<file path="src/rtl/atb_sink_pkg.sv">
// Shared constants for the ATB trace sink: register map, bit positions, flush states.
package atb_sink_pkg;

  localparam logic [7:0] REG_CTRL      = 8'h00;
  localparam logic [7:0] REG_STATUS    = 8'h04;
  localparam logic [7:0] REG_DATA      = 8'h08;
  localparam logic [7:0] REG_META      = 8'h0C;
  localparam logic [7:0] REG_FILTER    = 8'h10;
  localparam logic [7:0] REG_WATERMARK = 8'h14;
  localparam logic [7:0] REG_BEATS     = 8'h18;
  localparam logic [7:0] REG_TS        = 8'h1C;

  localparam int CTRL_ENABLE = 0;
  localparam int CTRL_FLUSH  = 1;
  localparam int CTRL_STOP   = 2;
  localparam int CTRL_IRQ_EN = 3;

  localparam int STAT_EMPTY    = 16;
  localparam int STAT_FULL     = 17;
  localparam int STAT_OVERFLOW = 18;
  localparam int STAT_FLUSH    = 19;

  typedef enum logic [1:0] {
    IDLE = 2'd0,
    REQ  = 2'd1,
    DONE = 2'd2
  } flush_state_e;

endpackage

</file>
<file path="src/rtl/trace_sink_fifo.sv">
// Circular capture buffer; a push into a full buffer overwrites the oldest entry.
module trace_sink_fifo #(
  parameter int  DEPTH   = 16,
  parameter type entry_t = logic [31:0]
) (
  input  logic                   clk_i,
  input  logic                   rst_ni,
  input  logic                   push,
  input  logic                   pop,
  input  entry_t                 wr_entry,
  output entry_t                 head,
  output logic [$clog2(DEPTH):0] count,
  output logic                   full,
  output logic                   empty,
  output logic                   full_next,
  output logic                   overwrite
);

  localparam int PW = $clog2(DEPTH);
  localparam int CW = PW + 1;

  entry_t          mem [DEPTH];
  logic [PW-1:0]   wr_ptr_reg;
  logic [PW-1:0]   rd_ptr_reg;
  logic [CW-1:0]   count_reg;
  logic [CW-1:0]   count_next;
  logic            do_pop;

  assign empty     = (count_reg == '0);
  assign full      = (count_reg == CW'(DEPTH));
  assign do_pop    = pop & ~empty;
  // Pushing into a full buffer with no pop in the same cycle loses the oldest entry.
  assign overwrite = push & full & ~do_pop;
  assign count     = count_reg;
  assign head      = mem[rd_ptr_reg];

  always_comb begin
    count_next = count_reg;
    if (push && !do_pop && !full) begin
      count_next = count_reg + 1'b1;
    end else if (do_pop && !push) begin
      count_next = count_reg - 1'b1;
    end
  end

  assign full_next = (count_next == CW'(DEPTH));

  always_ff @(posedge clk_i or negedge rst_ni) begin
    if (!rst_ni) begin
      wr_ptr_reg <= '0;
      rd_ptr_reg <= '0;
      count_reg  <= '0;
    end else begin
      count_reg <= count_next;
      if (push) begin
        wr_ptr_reg <= wr_ptr_reg + 1'b1;
      end
      if (do_pop || overwrite) begin
        rd_ptr_reg <= rd_ptr_reg + 1'b1;
      end
    end
  end

  always_ff @(posedge clk_i) begin
    if (push) begin
      mem[wr_ptr_reg] <= wr_entry;
    end
  end

endmodule

</file>
<file path="src/rtl/atb_trace_sink.sv">
// ATB trace capture endpoint drained over APB, with flush request handshake.
// Define ATB_SINK_TIMESTAMP_EN to store a cycle timestamp with each beat (TS register).
module atb_trace_sink
  import atb_sink_pkg::*;
#(
  parameter int DATA_LEN       = 32,
  parameter int DEPTH          = 16,
  parameter int APB_ADDR_WIDTH = 32
) (
  input  logic                         clk_i,
  input  logic                         rst_ni,
  input  logic [DATA_LEN-1:0]          atdata_i,
  input  logic [$clog2(DATA_LEN)-4:0]  atbytes_i,
  input  logic [6:0]                   atid_i,
  input  logic                         atvalid_i,
  output logic                         atready_o,
  output logic                         afvalid_o,
  input  logic                         afready_i,
  input  logic [APB_ADDR_WIDTH-1:0]    paddr_i,
  input  logic                         pwrite_i,
  input  logic                         psel_i,
  input  logic                         penable_i,
  input  logic [31:0]                  pwdata_i,
  output logic                         pready_o,
  output logic [31:0]                  prdata_o,
  output logic                         irq_o
);

  localparam int BW = $clog2(DATA_LEN) - 3;
  localparam int CW = $clog2(DEPTH) + 1;

  // Entry layout depends on DATA_LEN, so it lives here rather than in the package.
  typedef struct packed {
    logic [DATA_LEN-1:0] data;
    logic [BW-1:0]       bytes;
    logic [6:0]          id;
`ifdef ATB_SINK_TIMESTAMP_EN
    logic [31:0]         ts;
`endif
  } entry_t;

  logic         access, wr_en, rd_en, ctrl_wr;
  logic [7:0]   addr;
  logic         enable_reg, stop_reg, irq_en_reg, overflow_reg;
  logic         enable_next, stop_next;
  logic         filter_en_reg;
  logic [6:0]   filter_id_reg;
  logic [15:0]  watermark_reg;
  logic [31:0]  beats_reg;
  logic         atready_reg, afvalid_reg, irq_reg;
  flush_state_e flush_state_reg;
  logic         flush_busy;
  logic         beat_xfer, fifo_push, fifo_pop;
  entry_t       wr_entry, fifo_head;
  logic [CW-1:0] fifo_count;
  logic [15:0]  count16;
  logic         fifo_full, fifo_empty, fifo_full_next, fifo_overwrite;
  logic [31:0]  head_data32;
  logic [31:0]  rdata;
  logic         unused_bits;

  assign addr     = paddr_i[7:0];
  assign access   = psel_i & penable_i;
  assign wr_en    = access & pwrite_i;
  assign rd_en    = access & ~pwrite_i;
  assign ctrl_wr  = wr_en & (addr == REG_CTRL);
  assign pready_o = access;
  assign prdata_o = rdata;
  assign atready_o = atready_reg;
  assign afvalid_o = afvalid_reg;
  assign irq_o     = irq_reg;
  assign unused_bits = ^{paddr_i[APB_ADDR_WIDTH-1:8], pwdata_i[31:16]};

  assign enable_next = ctrl_wr ? pwdata_i[CTRL_ENABLE] : enable_reg;
  assign stop_next   = ctrl_wr ? pwdata_i[CTRL_STOP]   : stop_reg;
  assign flush_busy  = (flush_state_reg != IDLE);
  assign count16     = 16'(fifo_count);

  // Filtered beats still complete the ATB handshake; they just never reach the buffer.
  assign beat_xfer = atvalid_i & atready_reg;
  assign fifo_push = beat_xfer & (~filter_en_reg | (atid_i == filter_id_reg));
  assign fifo_pop  = rd_en & (addr == REG_DATA);

`ifdef ATB_SINK_TIMESTAMP_EN
  logic [31:0] ts_reg;
  always_ff @(posedge clk_i or negedge rst_ni) begin
    if (!rst_ni) ts_reg <= '0;
    else         ts_reg <= ts_reg + 32'd1;
  end
`endif

  always_comb begin
    wr_entry       = '0;
    wr_entry.data  = atdata_i;
    wr_entry.bytes = atbytes_i;
    wr_entry.id    = atid_i;
`ifdef ATB_SINK_TIMESTAMP_EN
    wr_entry.ts    = ts_reg;
`endif
  end

  trace_sink_fifo #(
    .DEPTH   (DEPTH),
    .entry_t (entry_t)
  ) u_fifo (
    .clk_i     (clk_i),
    .rst_ni    (rst_ni),
    .push      (fifo_push),
    .pop       (fifo_pop),
    .wr_entry  (wr_entry),
    .head      (fifo_head),
    .count     (fifo_count),
    .full      (fifo_full),
    .empty     (fifo_empty),
    .full_next (fifo_full_next),
    .overwrite (fifo_overwrite)
  );

  genvar gi;
  generate
    for (gi = 0; gi < 32; gi++) begin : g_fit
      if (gi < DATA_LEN) begin : g_bit
        assign head_data32[gi] = fifo_head.data[gi];
      end else begin : g_zero
        assign head_data32[gi] = 1'b0;
      end
    end
  endgenerate

  always_ff @(posedge clk_i or negedge rst_ni) begin
    if (!rst_ni) begin
      enable_reg    <= 1'b0;
      stop_reg      <= 1'b0;
      irq_en_reg    <= 1'b0;
      overflow_reg  <= 1'b0;
      filter_en_reg <= 1'b0;
      filter_id_reg <= '0;
      watermark_reg <= '0;
      beats_reg     <= '0;
      atready_reg   <= 1'b0;
      irq_reg       <= 1'b0;
    end else begin
      enable_reg <= enable_next;
      stop_reg   <= stop_next;
      if (ctrl_wr) irq_en_reg <= pwdata_i[CTRL_IRQ_EN];
      if (wr_en && addr == REG_FILTER) begin
        filter_en_reg <= pwdata_i[7];
        filter_id_reg <= pwdata_i[6:0];
      end
      if (wr_en && addr == REG_WATERMARK) watermark_reg <= pwdata_i[15:0];
      if (beat_xfer) beats_reg <= beats_reg + 32'd1;
      if (fifo_overwrite) begin
        overflow_reg <= 1'b1;
      end else if (wr_en && addr == REG_STATUS && pwdata_i[STAT_OVERFLOW]) begin
        overflow_reg <= 1'b0;
      end
      // Look-ahead on next state so ready drops right after the push that fills the buffer.
      atready_reg <= enable_next & (~fifo_full_next | ~stop_next);
      irq_reg     <= irq_en_reg &
                     (((count16 >= watermark_reg) && (watermark_reg != 16'd0)) | overflow_reg);
    end
  end

  always_ff @(posedge clk_i or negedge rst_ni) begin
    if (!rst_ni) begin
      flush_state_reg <= IDLE;
      afvalid_reg     <= 1'b0;
    end else begin
      case (flush_state_reg)
        IDLE: if (ctrl_wr && pwdata_i[CTRL_FLUSH]) begin
          flush_state_reg <= REQ;
          afvalid_reg     <= 1'b1;
        end
        REQ: if (afready_i) begin
          flush_state_reg <= DONE;
          afvalid_reg     <= 1'b0;
        end
        DONE: flush_state_reg <= IDLE;
        default: begin
          flush_state_reg <= IDLE;
          afvalid_reg     <= 1'b0;
        end
      endcase
    end
  end

  always_comb begin
    rdata = '0;
    if (rd_en) begin
      case (addr)
        REG_CTRL: begin
          rdata[CTRL_ENABLE] = enable_reg;
          rdata[CTRL_FLUSH]  = flush_busy;
          rdata[CTRL_STOP]   = stop_reg;
          rdata[CTRL_IRQ_EN] = irq_en_reg;
        end
        REG_STATUS: begin
          rdata[15:0]          = count16;
          rdata[STAT_EMPTY]    = fifo_empty;
          rdata[STAT_FULL]     = fifo_full;
          rdata[STAT_OVERFLOW] = overflow_reg;
          rdata[STAT_FLUSH]    = flush_busy;
        end
        REG_DATA: if (!fifo_empty) rdata = head_data32;
        REG_META: begin
          rdata[8 +: BW] = fifo_head.bytes;
          rdata[6:0]     = fifo_head.id;
        end
        REG_FILTER: begin
          rdata[7]   = filter_en_reg;
          rdata[6:0] = filter_id_reg;
        end
        REG_WATERMARK: rdata[15:0] = watermark_reg;
        REG_BEATS:     rdata = beats_reg;
`ifdef ATB_SINK_TIMESTAMP_EN
        REG_TS:        rdata = fifo_head.ts;
`endif
        default: rdata = '0;
      endcase
    end
  end

endmodule

</file>
<file path="config.mk">
export PLATFORM = sky130hd
export DESIGN_NAME = atb_trace_sink
export DESIGN_NICKNAME = d
export VERILOG_FILES = /design/src/rtl/atb_sink_pkg.sv /design/src/rtl/trace_sink_fifo.sv /design/src/rtl/atb_trace_sink.sv
export SDC_FILE = /design/constraint.sdc
export NUM_CORES = 1
export LEC_CHECK = 0
export BUFFER_PORTS_ARGS = -buffer_cell sky130_fd_sc_hd__buf_2
export CORE_UTILIZATION = 33
export DETAILED_ROUTE_END_ITERATION = 8
export GPL_TIMING_DRIVEN = 0
export HOLD_SLACK_MARGIN = 0.02
export SYNTH_ARGS = -nofsm -noshare
export SYNTH_HDL_FRONTEND = slang
export SYNTH_HIERARCHICAL = 1
export SYNTH_SLANG_ARGS = --single-unit
</file>
<file path="constraint.sdc">
create_clock -name clk_i -period 13.71 [get_ports clk_i]
set_input_delay 0 -clock clk_i [delete_from_list [all_inputs] [get_ports clk_i]]
set_output_delay 0 -clock clk_i [all_outputs]
set_load 0.01 [all_outputs]
</file>
# ---- Word level (Yosys, flattened, before mapping)
# Memories as Yosys holds them, arrays and structs flattened.
# Index checks and enable logic that the tools add are counted.
dict set report classes {
  add_sub_neg 5
  n_lt_le_gt_ge 1
  eq_ne 13
  mux 23
  bitwise_logic 22
  n_reduce_logical 21
}
# op count
set ops {}
lappend ops {{two-way mux 32 bit} 2}
lappend ops {{adder 32 x 1 -> 32 bit (second input constant)} 1}
lappend ops {{case mux 4 bit (7 select lines)} 1}
lappend ops {{== test 8 x 5 -> 1 bit (second input constant)} 3}
lappend ops {{case mux 12 bit (2 select lines)} 1}
lappend ops {{case mux 3 bit (6 select lines)} 1}
lappend ops {{case mux 6 bit (3 select lines)} 1}
lappend ops {{== test 8 x 4 -> 1 bit (second input constant)} 2}
lappend ops {{>= comparator 5 x 16 -> 1 bit} 1}
lappend ops {{nonzero test 16 bit} 1}
lappend ops {{bitwise AND 1 bit} 12}
lappend ops {{case mux 4 bit (3 select lines)} 1}
lappend ops {{== test 5 bit (second input constant)} 2}
lappend ops {{two-way mux 5 bit} 2}
lappend ops {{logical AND 1 bit} 9}
lappend ops {{adder 4 x 1 -> 4 bit (second input constant)} 2}
lappend ops {{== test 8 x 3 -> 1 bit (second input constant)} 1}
lappend ops {{logical NOT 8 bit} 1}
lappend ops {{two-way mux 1 bit} 8}
lappend ops {{case mux 2 bit (4 select lines)} 1}
lappend ops {{== test 7 bit} 1}
lappend ops {{inverter 1 bit} 7}
lappend ops {{adder 5 x 1 -> 5 bit (second input constant)} 1}
lappend ops {{logical NOT 5 bit} 1}
lappend ops {{other kinds (15)} 22}
dict set report word_totals {
  register_bits 78
  mem_bits_rw 656
  out_inout_bits 36
  wordCells 101
  memories 1
}
# memory words width rd rd_clocked_by_memory_dff write_ports line
set mem_list {}
lappend mem_list {u_fifo.mem 16 41 1 0 1 trace_sink_fifo.sv:22} ;# entry_t mem [DEPTH];

# ---- Depth between registers and ports, before layout
# Gate-level depths: netlist of the first run.
dict set report logic_depth {
  word_depth 12
  depth_mapped 10
}

# ---- Hierarchy
# Netlist of the first run, hierarchy kept.
# mod n_inst cells_each area_per_inst_um2 seq_area_each_um2
set by_module_without_submodules {}
lappend by_module_without_submodules {trace_sink_fifo 1 1000 26145.1 20024.2}
lappend by_module_without_submodules {atb_trace_sink 1 407 3926.3 1626.6}

# ---- Least setup slack after synthesis of the first run
# No wires, ideal clock.
dict set report synth_timing {
  path_type {reg2reg}
  start {register filter_id_reg[6]}
  end {memory u_fifo/mem[3][0] in the netlist's numbering (enable)}
  setup_ps 490
  arrival_ps 4529
  required_time_ps 13220
  setup_slack_ps 8691
  path_stages_with_launch 8
  synth_period_minus_slack_ps 5019
  path_cell_list {dfrtp_1 xor2_1 nor4_1 nand4_1 a21oi_1 clkbuf_1 nand2_1 nor3_1}
}
dict set report synth_via {
  elab_chain_cells 5
}
# element line
set synth_rtl {}
lappend synth_rtl {{start, declared} atb_trace_sink.sv:47} ;# logic [6:0] filter_id_reg;
lappend synth_rtl {{start signal, assigned} atb_trace_sink.sv:148} ;# filter_id_reg <= pwdata_i[6:0];
lappend synth_rtl {{== test 7 bit} atb_trace_sink.sv:81} ;# assign fifo_push = beat_xfer & (~filter_en_reg | (atid_i == filter_id_reg));
lappend synth_rtl {{OR 1 bit} atb_trace_sink.sv:81}
lappend synth_rtl {{bitwise AND 1 bit} atb_trace_sink.sv:81}
lappend synth_rtl {{named net fifo_push} atb_trace_sink.sv:53} ;# logic beat_xfer, fifo_push, fifo_pop;
lappend synth_rtl {{two-way mux 1 bit} trace_sink_fifo.sv:65} ;# if (push) begin
lappend synth_rtl {{two-way mux 1 bit (not written as such)} trace_sink_fifo.sv:66} ;# mem[wr_ptr_reg] <= wr_entry;
lappend synth_rtl {{end, declared} trace_sink_fifo.sv:22}
# The timed path passes the listed nets, and every way through them passes these cells.

# ---- Worst setup path in the final report of the first run
dict set report layout_timing {
  start {register filter_id_reg[6]}
  end {memory u_fifo/mem[3][37] in the netlist's numbering (enable)}
}
# The elaborated chain is that of the path after synthesis.

==> results_dict.tcl, run 1 <==
set metrics [dict create \
    grt_overflow 0 \
    hold_viol 0 \
    timing.final.max_slew_violations 0 \
    grt_max_degree 56 \
    fp.dieW_um 304 \
    die_area_um2 92300 \
    cp_data_arrival_time_ns 4.64 \
    root_buffer "clkbuf_16" \
    irDropWorstVdd_mv 0.0838 \
    dp_hpwl_um 50300 \
    cts_inserted_buffers 74 \
    dr_total_vias 15600 \
    max_freq_mhz 232 \
    ant_nets 0 \
    drive_gt1_frac 0.260 \
    core_area_um2 90100 \
    track_usage 0.166 \
    synthCells 1407 \
    report.power.total_mw 4.60 \
    post-route-drc-count 0 \
    avgViaCountPerCell 5.30 \
    outcome "finished clean" \
    synth_nets 1532 \
    crit_path_start_kind "register" \
    yosysUniqueCellTypes 58 \
    fin_ws_ns 9.40 \
    final_cell_mix "656 x edfxtp_1, 117 x buf_2, 110 x mux4_1" \
    post_cts_buffers 0 \
    gp_congestion 0.896 \
    criticalPathCategory "register to register" \
    fin_nets 1829 \
    rsz0062_at_grt "no" \
    htreeDepth 3 \
    setup_viol 0 \
    power.density_nw_per_um2 128 \
    power.static_leakage_nw 12.0 \
    fin_worst_skew_ns 0.0226 \
    initialDrtViolationCount 1442 \
    min_path_type "input port to register" \
    ys_warn_count 6 \
    fill_cells 7941 \
    ios 148 \
    grt_pass1_wl_um 110000 \
    drt_wl_total_um 76800 \
    synth.avg_cell_area_um2 21.4 \
    drt-pass1-iter-count 5 \
    final_common_cell "edfxtp_1" \
    syn_area_um2 30100 \
    antenna_found_initial 8 \
    clock_latency_ns 0.63 \
    synth-seq-cells 734 \
    clock_path_buffers 3 \
    slew_headroom 0.232 \
    syn2layout_area_growth_pct 19.8 \
    initial_utilization 0.334 \
    synth_top_area_cell "edfxtp_1" \
    tightestPinTransition_ns 1.15 \
    path_clk_slew_ns 0.06 \
    ys_seq_area_frac 0.720 \
    portBuffers 106 \
    largest_reg_flops 656 \
    die_h_um 304 \
    synth_top_area_frac 0.655 \
    final.setup.tns_ns 0 \
    clkSinkCount 734 \
    critPathRequiredTime_ns 14.04 \
    wl_per_cell_um 26.1 \
    pre_cts_ws_ns 9.51 \
    cap_violations 0 \
    fin_util 0.400 \
    whs_path_depth 6 \
    finalCritPeriodShare 0.314 \
    fin_crit_ns 4.31 \
    end_kind "register" \
    synth_area_leaders "edfxtp_1 66%, mux4_1 9.6%, mux4_2 7.2%, dfrtp_1 6.5%, mux2_2 1.1%" \
    grt_pass1_vias 15700 \
    critPathMaxFanout 10 \
    reg2reg_depth 11 \
    placementRows 110 \
    cts_tree "done" \
]
## report_power, final
group | total, mW | internal (mW) | switching [mW]
sequential | 2.45 | 2.44 | 0.00702
combinational | 0.167 | 0.0747 | 0.0925
clock | 1.98 | 1.14 | 0.841
## layout make-up
cell class                      instances  area, µm²  area share
Antenna cell                            1       2.50   0.0000695
Buffer                                 70        686      0.0190
Clock buffer                           97       2020      0.0561
Clock inverter                         37        338     0.00938
Inverter                               13       48.8     0.00135
Multi-Input combinational cell        590       7800       0.216
Sequential cell                       734      21700       0.601
Tap cell                             1176       1470      0.0408
Timing Repair Buffer                  221       2020      0.0559
## per-layer routing
| metal | track usage | part of all wire |
|---|---|---|
| met1 | 0.234 | 0.44 |
| met2 | 0.255 | 0.46 |
| met3 | 0.0471 | 0.087 |
| met4 | 0.0347 | 0.016 |
| met5 | 0 | 0.00044 |
## worst max-delay path, cell delays in order (launching register included)
cell	delay, ns
dfrtp_1	0.42
xor2_1	0.19
nor4_1	0.47
nand4_1	0.17
a21oi_1	0.50
clkbuf_1	0.44
nand2_1	0.39
nor3_2	0.71
buf_6	0.23
buf_6	0.14
buf_6	0.17
buf_6	0.17
## cell families (layout without fill, tap and decap cells)
group / Yosys count / after routing / synth area share
adder cells (fa/ha/maj): 13 / 13 / 0.00541
XOR/XNOR: 48 / 48 / 0.0140
AO/OA/AOI/OAI: 89 / 89 / 0.0204
flip-flops: 734 / 734 / 0.720
multiplexers: 246 / 246 / 0.183
other: 0 / 1 / 0
buffers and inverters: 83 / 438 / 0.0244
AND/OR/NAND/NOR: 194 / 194 / 0.0331
## synthesized netlist by cell type, drive strengths merged
| library cell | n |
|---|---|
| a22oi | 28 |
| nand4bb | 1 |
| mux4 | 206 |
| inv | 13 |
| nor4b | 4 |
| mux2i | 10 |
| a222oi | 3 |
| and3 | 9 |
| nand3 | 20 |
| o21bai | 1 |
| a211oi | 1 |
| nor2 | 49 |
| a31o | 1 |
| o21ai | 17 |
| clkbuf | 34 |
| and3b | 1 |
| o211ai | 3 |
| o211a | 1 |
| o22ai | 6 |
| or3 | 2 |
| xnor2 | 33 |
| nand2b | 4 |
| nand2 | 51 |
| nor3b | 1 |
| a21boi | 3 |
| edfxtp | 656 |
| nor3 | 16 |
| mux2 | 30 |
| o2bb2ai | 3 |
| and4 | 3 |
| a22o | 7 |
| dfrtp | 78 |
| nor4 | 8 |
| a21oi | 12 |
| or4 | 1 |
| xor2 | 15 |
| nand4 | 11 |
| buf | 36 |
| and2 | 6 |
| nand3b | 1 |
| nand4b | 1 |
| a21o | 2 |
| ha | 13 |
| nor2b | 5 |
| a31oi | 1 |
## worst paths after layout
path	start	to	slack (ns)
max in group asynchronous	rst_ni	u_fifo/count[4]	11.80
setup / recovery	filter_id_reg[6]	u_fifo/mem[3][37]	9.40
setup reg to reg	filter_id_reg[6]	u_fifo/mem[3][37]	9.40
min in group asynchronous	rst_ni	filter_id_reg[0]	0.46
hold reg to reg	beats_reg[31]	beats_reg[31]	0.49
hold / removal	paddr_i[0]	watermark_reg[1]	0.12
## through the flow
step                cells  hold WS [ns]  cell area, µm²
floorplan            1407        -0.296           30100
global placement     2689         0.235           32100
detailed placement   2735       -0.0617           33000
CTS                  2938        0.0867           36000
global route         2938         0.143           36000
finish               2939         0.119           36000
## what timing repair did
item                      in CTS  in global routing
hold endpoints to repair     772                  0
gates resized for setup        0                  0
hold buffers                  69                  0
(Power assumes the default switching activity.)
==> inputs of run 2 (changes only) <==
- ABC_AREA: default -> 1
- clock period: 13.71 -> 4.17 ns (I/O delays scaled with it)
==> run 2 against run 1 <==
Net effect:
- synthesized cell count rose by 89%
- clock power rose to 3.3 times the previous value
- clock skew is 0.0012 ns higher
- global-route usage increased by 3.9 points
- total power grew to 3.3 times the previous value
- wire length rose by 32%
- sequential share of layout area is 2.9 points lower
- cell count grew 46%
- first-iteration DRC count rose by 80%
- utilization down 0.19 points
- register-to-register slack got worse by 8.8 ns
- hold slack lost 0.048 ns
- critical endpoint is now prdata_o[1]
- largest cell class unchanged
==> results_dict.tcl, run 2 <==
set metrics [dict create \
    antenna_found_initial 4 \
    power.static_leakage_nw 13.1 \
    drt-pass1-iter-count 5 \
    htreeDepth 3 \
    irDropWorstVdd_mv 0.315 \
    ys_seq_area_frac 0.681 \
    end_kind "output pin" \
    critPathRequiredTime_ns 4.17 \
    syn2layout_area_growth_pct 19.1 \
    synth_xor_area_frac 0.0110 \
    criticalPathCategory "register to output pin" \
    largest_reg_flops 656 \
    final_common_cell "edfxtp_1" \
    synth_adder_area_share 0.00512 \
    wl_per_cell_um 23.7 \
    timing.final.max_slew_violations 0 \
    fin_crit_ns 3.82 \
    tightestPinTransition_ns 1.10 \
    grt_pass1_vias 20700 \
    outcome "finished clean" \
    crit_path_start_kind "register" \
    cp_data_arrival_time_ns 3.82 \
    critPathMaxFanout 10 \
    synth_common_cells "656 x edfxtp_1, 500 x nor2_1, 294 x nand2_1, 193 x o21ai_0, 146 x o21ai_1" \
    cts_tree "done" \
    switching_power_mw 3.42 \
    die_area_um2 97500 \
    placementRows 113 \
    synth_edf_count 656 \
    internal_power_mw 11.9 \
    drt_wl_total_um 102000 \
    post-route-drc-count 0 \
    clock_path_buffers 3 \
    setup_viol 0 \
    portBuffers 108 \
    gp_congestion 0.889 \
    ant_nets 0 \
    clock_latency_ns 0.64 \
    grt_pass1_wl_um 144000 \
    cts_inserted_buffers 74 \
    clock_power_share 0.421 \
    rsz0062_at_grt "no" \
    syn_area_um2 31800 \
    synth.avg_cell_area_um2 11.9 \
    dp_hpwl_um 68700 \
    core_area_um2 95200 \
    clkSinkCount 734 \
    cap_violations 0 \
    slew_headroom 0.267 \
    synth_nets 2791 \
    post_cts_buffers 0 \
    fin_cells 4283 \
    fin_worst_skew_ns 0.0238 \
    hold_viol 0 \
    track_usage 0.204 \
    fp.dieW_um 312 \
    cts_hold_buffers 85 \
    initialDrtViolationCount 2590 \
    min_path_type "input port to register" \
    avgViaCountPerCell 5.22 \
    initial_utilization 0.334 \
    synthSimpleGateAreaFrac 0.144 \
    finalCritPeriodShare 0.916 \
    synth_compound_gate_area_share 0.118 \
    muxShareOfSynthArea 0.000354 \
    path_clk_slew_ns 0.06 \
    power.density_nw_per_um2 405 \
    max_freq_mhz 262 \
    fin_nets 3092 \
    synthCells 2666 \
    drive_gt1_frac 0.178 \
    grt_max_degree 50 \
    seq_power_share 0.526 \
    grt_overflow 0 \
    ys_warn_count 6 \
    root_buffer "clkbuf_16" \
    antenna_cells 0 \
    dr_total_vias 22300 \
    yosysUniqueCellTypes 43 \
    synth_top_area_cell "edfxtp_1" \
    cts_resized 0 \
    place_inst 4071 \
    final_cell_mix "656 x edfxtp_1, 484 x nor2_1, 294 x nand2_1" \
    pre_cts_ws_ns 0.621 \
    ys_async_sr_fraction 0.106 \
    synth-seq-cells 734 \
    ios 148 \
    p_sw_frac 0.223 \
    ys.flop_type "edfxtp_1" \
    yosysMostFrequentCell "edfxtp_1" \
    fin_ws_ns 0.352 \
    die_h_um 312 \
    synth_top_family_by_area "simple AND/OR/NAND/NOR gates" \
    synth_top_area_frac 0.620 \
    synth_area_leaders "edfxtp_1 62%, dfrtp_1 6.1%, nor2_1 5.9%, nand2_1 3.5%, o211ai_1 3.1%" \
    combPwrFrac 0.053 \
]
==> run 2: changes by cell type in the layout (fill, tap and decap cells not counted), sizes merged, moves of 44 or more <==
cell	previous run	this run
buf	188	232
inv	17	103
mux4	206	0
nand2	51	313
nand3	20	118
nor2	49	578
o211ai	3	164
o21ai	17	392
==> run 2: final cells by class <==
class | count | area, µm²
inverters | 105 | 400
fillers | 8918 | 57300
well taps | 1265 | 1580
clock inverters | 35 | 325
multi-input cells | 1677 | 8980
repair buffers | 225 | 2070
plain buffers | 150 | 866
flip-flops and latches | 734 | 21700
clock buffers | 92 | 1980
==> run 2: final timing paths <==
path	start	endpoint	slack, ns	cells past startpoint
worst max register to register	filter_id_reg[0]	u_fifo/mem[6][37]	0.63	9
worst min-delay path	paddr_i[2]	stop_reg	0.07	6
worst max-delay path	u_fifo/rd_ptr_reg[0]	prdata_o[1]	0.35	12
worst min register to register	watermark_reg[4]	watermark_reg[4]	0.49	2
max in group asynchronous	rst_ni	filter_id_reg[1]	3.46	4
min in group asynchronous	rst_ni	watermark_reg[11]	0.43	4
==> run 2: worst max-delay path, cell delays in order, from the launching register on <==
cell	delay (ns)
dfrtp_1	0.37
buf_6	0.13
buf_2	0.42
clkbuf_1	0.61
o21ai_0	0.20
o211ai_1	0.30
nand3_1	0.25
nand2_1	0.26
nand3_1	0.19
nand3_1	0.14
nor2_1	0.06
nor2_1	0.08
buf_2	0.13
==> run 2: power groups by stage <==
stage,Sequential (mW),Combinational (mW),Clock [mW]
detailed placement,8.22,0.746,0
CTS,8.07,0.805,6.53
finish,8.07,0.810,6.46
floorplan,8.21,0.396,0
global route,8.07,0.882,6.81
global placement,8.22,0.728,0
==> run 2: cells by family (layout without fill, tap and decap cells) <==
group | count (synthesis) | after routing
compound gates | 585 | 585
mux | 1 | 1
fa+ha+maj | 13 | 13
flops | 734 | 734
simple gates | 1038 | 1038
xor+xnor | 40 | 40
buf+inv | 255 | 607
==> run 2: layer usage <==
| layer | wire length (µm) | global-route usage |
|---|---|---|
| met5 | 41 | 0 |
| met4 | 2400 | 0.0539 |
| met3 | 10600 | 0.0480 |
| met2 | 46500 | 0.321 |
| met1 | 42100 | 0.284 |
==> run 2: through the flow <==
step | hold slack [ns] | TNS, ns | cell area [µm²] | power (mW) | util
floorplan | -0.296 | 0 | 31800 | 8.61 | -
global placement | 0.237 | -1607.15 | 33900 | 8.95 | 0.356
detailed placement | -0.0164 | 0 | 34700 | 8.97 | 0.365
CTS | 0.0370 | 0 | 37900 | 15.4 | 0.398
global route | 0.105 | 0 | 37900 | 15.8 | 0.398
finish | 0.0715 | 0 | 37900 | 15.3 | 0.398
==> inputs of run 3 (changes only) <==
- PLACE_DENSITY: default -> 0.5
==> run 3 against run 2 <==
Net effect:
- clock power up 8.7%
- register-to-register slack lost 0.10 ns
- first-iteration DRC count is 6.2% lower
- wire length grew 7.8%
- largest cell class unchanged
- largest power group unchanged
==> results_dict.tcl, run 3 (same netlist as run 2, synthesis figures left out) <==
set metrics [dict create \
    outcome "finished clean" \
    cts_inserted_buffers 82 \
    cts_tree "done" \
    clock_latency_ns 0.64 \
    grt_max_degree 44 \
    grt_pass1_wl_um 157000 \
    antenna_cells 0 \
    track_usage 0.224 \
    cts_resized 0 \
    htreeDepth 3 \
    root_buffer "clkbuf_16" \
    power.density_nw_per_um2 418 \
    portBuffers 108 \
    post_cts_buffers 0 \
    end_kind "output pin" \
    crit_path_start_kind "register" \
    critPathMaxFanout 10 \
    critPathRequiredTime_ns 4.17 \
    gp_congestion 0.835 \
    grt_overflow 0 \
    placed_area_um2 34800 \
    fin_util 0.400 \
    max_freq_mhz 257 \
    min_path_type "input port to register" \
    design_area_um2 38100 \
    pre_cts_ws_ns 0.573 \
    final.setup.tns_ns 0 \
    drt_wl_total_um 110000 \
    hold_viol 0 \
    rsz0062_at_grt "no" \
    largest_reg_flops 656 \
    finalCritPeriodShare 0.932 \
    slew_headroom 0.172 \
    power.static_leakage_nw 13.2 \
    timing.final.max_slew_violations 0 \
    tightestPinTransition_ns 1.24 \
    drive_gt1_frac 0.181 \
    antenna_found_initial 6 \
    holdWs_ns 0.0190 \
    fp.dieW_um 312 \
    initialDrtViolationCount 2429 \
    grt_pass1_vias 22100 \
    ios 148 \
    syn2layout_area_growth_pct 19.9 \
    dr_total_vias 22500 \
    drt-pass1-iter-count 8 \
    criticalPathCategory "register to output pin" \
    irDropWorstVdd_mv 0.252 \
    die_area_um2 97500 \
    ant_nets 0 \
    setup_viol 0 \
    path_clk_slew_ns 0.06 \
    die_h_um 312 \
    cts_hold_buffers 74 \
    avgViaCountPerCell 5.25 \
    fin_worst_skew_ns 0.0261 \
    fin_nets 3090 \
    fin_crit_ns 3.89 \
    post-route-drc-count 0 \
    wl_per_cell_um 25.5 \
    final_cell_mix "656 x edfxtp_1, 484 x nor2_1, 294 x nand2_1" \
    clock_path_buffers 3 \
    placementRows 113 \
    dp_hpwl_um 73600 \
    final_common_cell "edfxtp_1" \
    core_area_um2 95200 \
    cap_violations 0 \
    clkSinkCount 734 \
    fin_ws_ns 0.282 \
    cp_data_arrival_time_ns 3.89 \
    initial_utilization 0.334 \
]
[run 3: cell types whose count changed in the layout (fill, tap and decap cells not counted), moves of 2 or more]
cell	delta
clkinv_1	+5
buf_12	-6
clkbuf_8	+3
clkbuf_1	+6
clkbuf_16	+8
inv_16	+2
buf_16	+7
dlygate4sd3_1	-11
[run 3: final cells by class]
cell class,count,area [µm²]
inverters,105,400
well taps,1265,1580
fillers,8996,57100
plain buffers,150,866
multi-input cells,1677,8980
repair buffers,215,2030
clock buffers,109,2250
flip-flops and latches,734,21700
clock inverters,40,334
[run 3: routing by layer]
| layer | GRT usage | share of wire | vias up |
|---|---|---|---|
| li1 | - | - | 10100 |
| met3 | 0.0347 | 0.070 | 175 |
| met2 | 0.360 | 0.47 | 893 |
| met5 | 0 | 0.00055 | - |
| met4 | 0.0687 | 0.031 | 8 |
| met1 | 0.311 | 0.43 | 11400 |
[run 3: path summary, 6_finish.rpt]
path / start / to / slack, ns / depth (start not counted)
max: u_fifo/rd_ptr_reg[1] / prdata_o[4] / 0.28 / 12
min: penable_i / watermark_reg[13] / 0.02 / 6
max reg2reg: filter_id_reg[0] / u_fifo/mem[3][17] / 0.53 / 10
min reg2reg: watermark_reg[4] / watermark_reg[4] / 0.50 / 2
max in group asynchronous: rst_ni / beats_reg[19] / 3.48 / 4
min in group asynchronous: rst_ni / u_fifo/count[4] / 0.44 / 4
[run 3: power breakdown]
part / switching (mW) / internal (mW) / total, mW / leakage, nW
sequential: 0.0347 / 8.03 / 8.07 / 6.92
clock: 2.97 / 4.05 / 7.02 / 1.27
combinational: 0.571 / 0.251 / 0.822 / 5.06
[run 3: stage by stage]
stage,cells,power [mW]
after floorplan,2666,8.61
after global placement,4039,8.96
after detailed placement,4072,8.99
after CTS,4295,16.0
after global routing,4295,16.4
final,4295,15.9
[run 3: critical path, stage by stage (launching register included)]
cell      delay [ns]
dfrtp_1         0.36
buf_2           0.15
buf_2           0.39
clkbuf_1        0.69
o21ai_0         0.28
o21ai_2         0.21
o211ai_2        0.11
nand2_1         0.35
nand3_1         0.13
nand2_1         0.09
inv_1           0.04
a21oi_1         0.25
buf_2           0.19
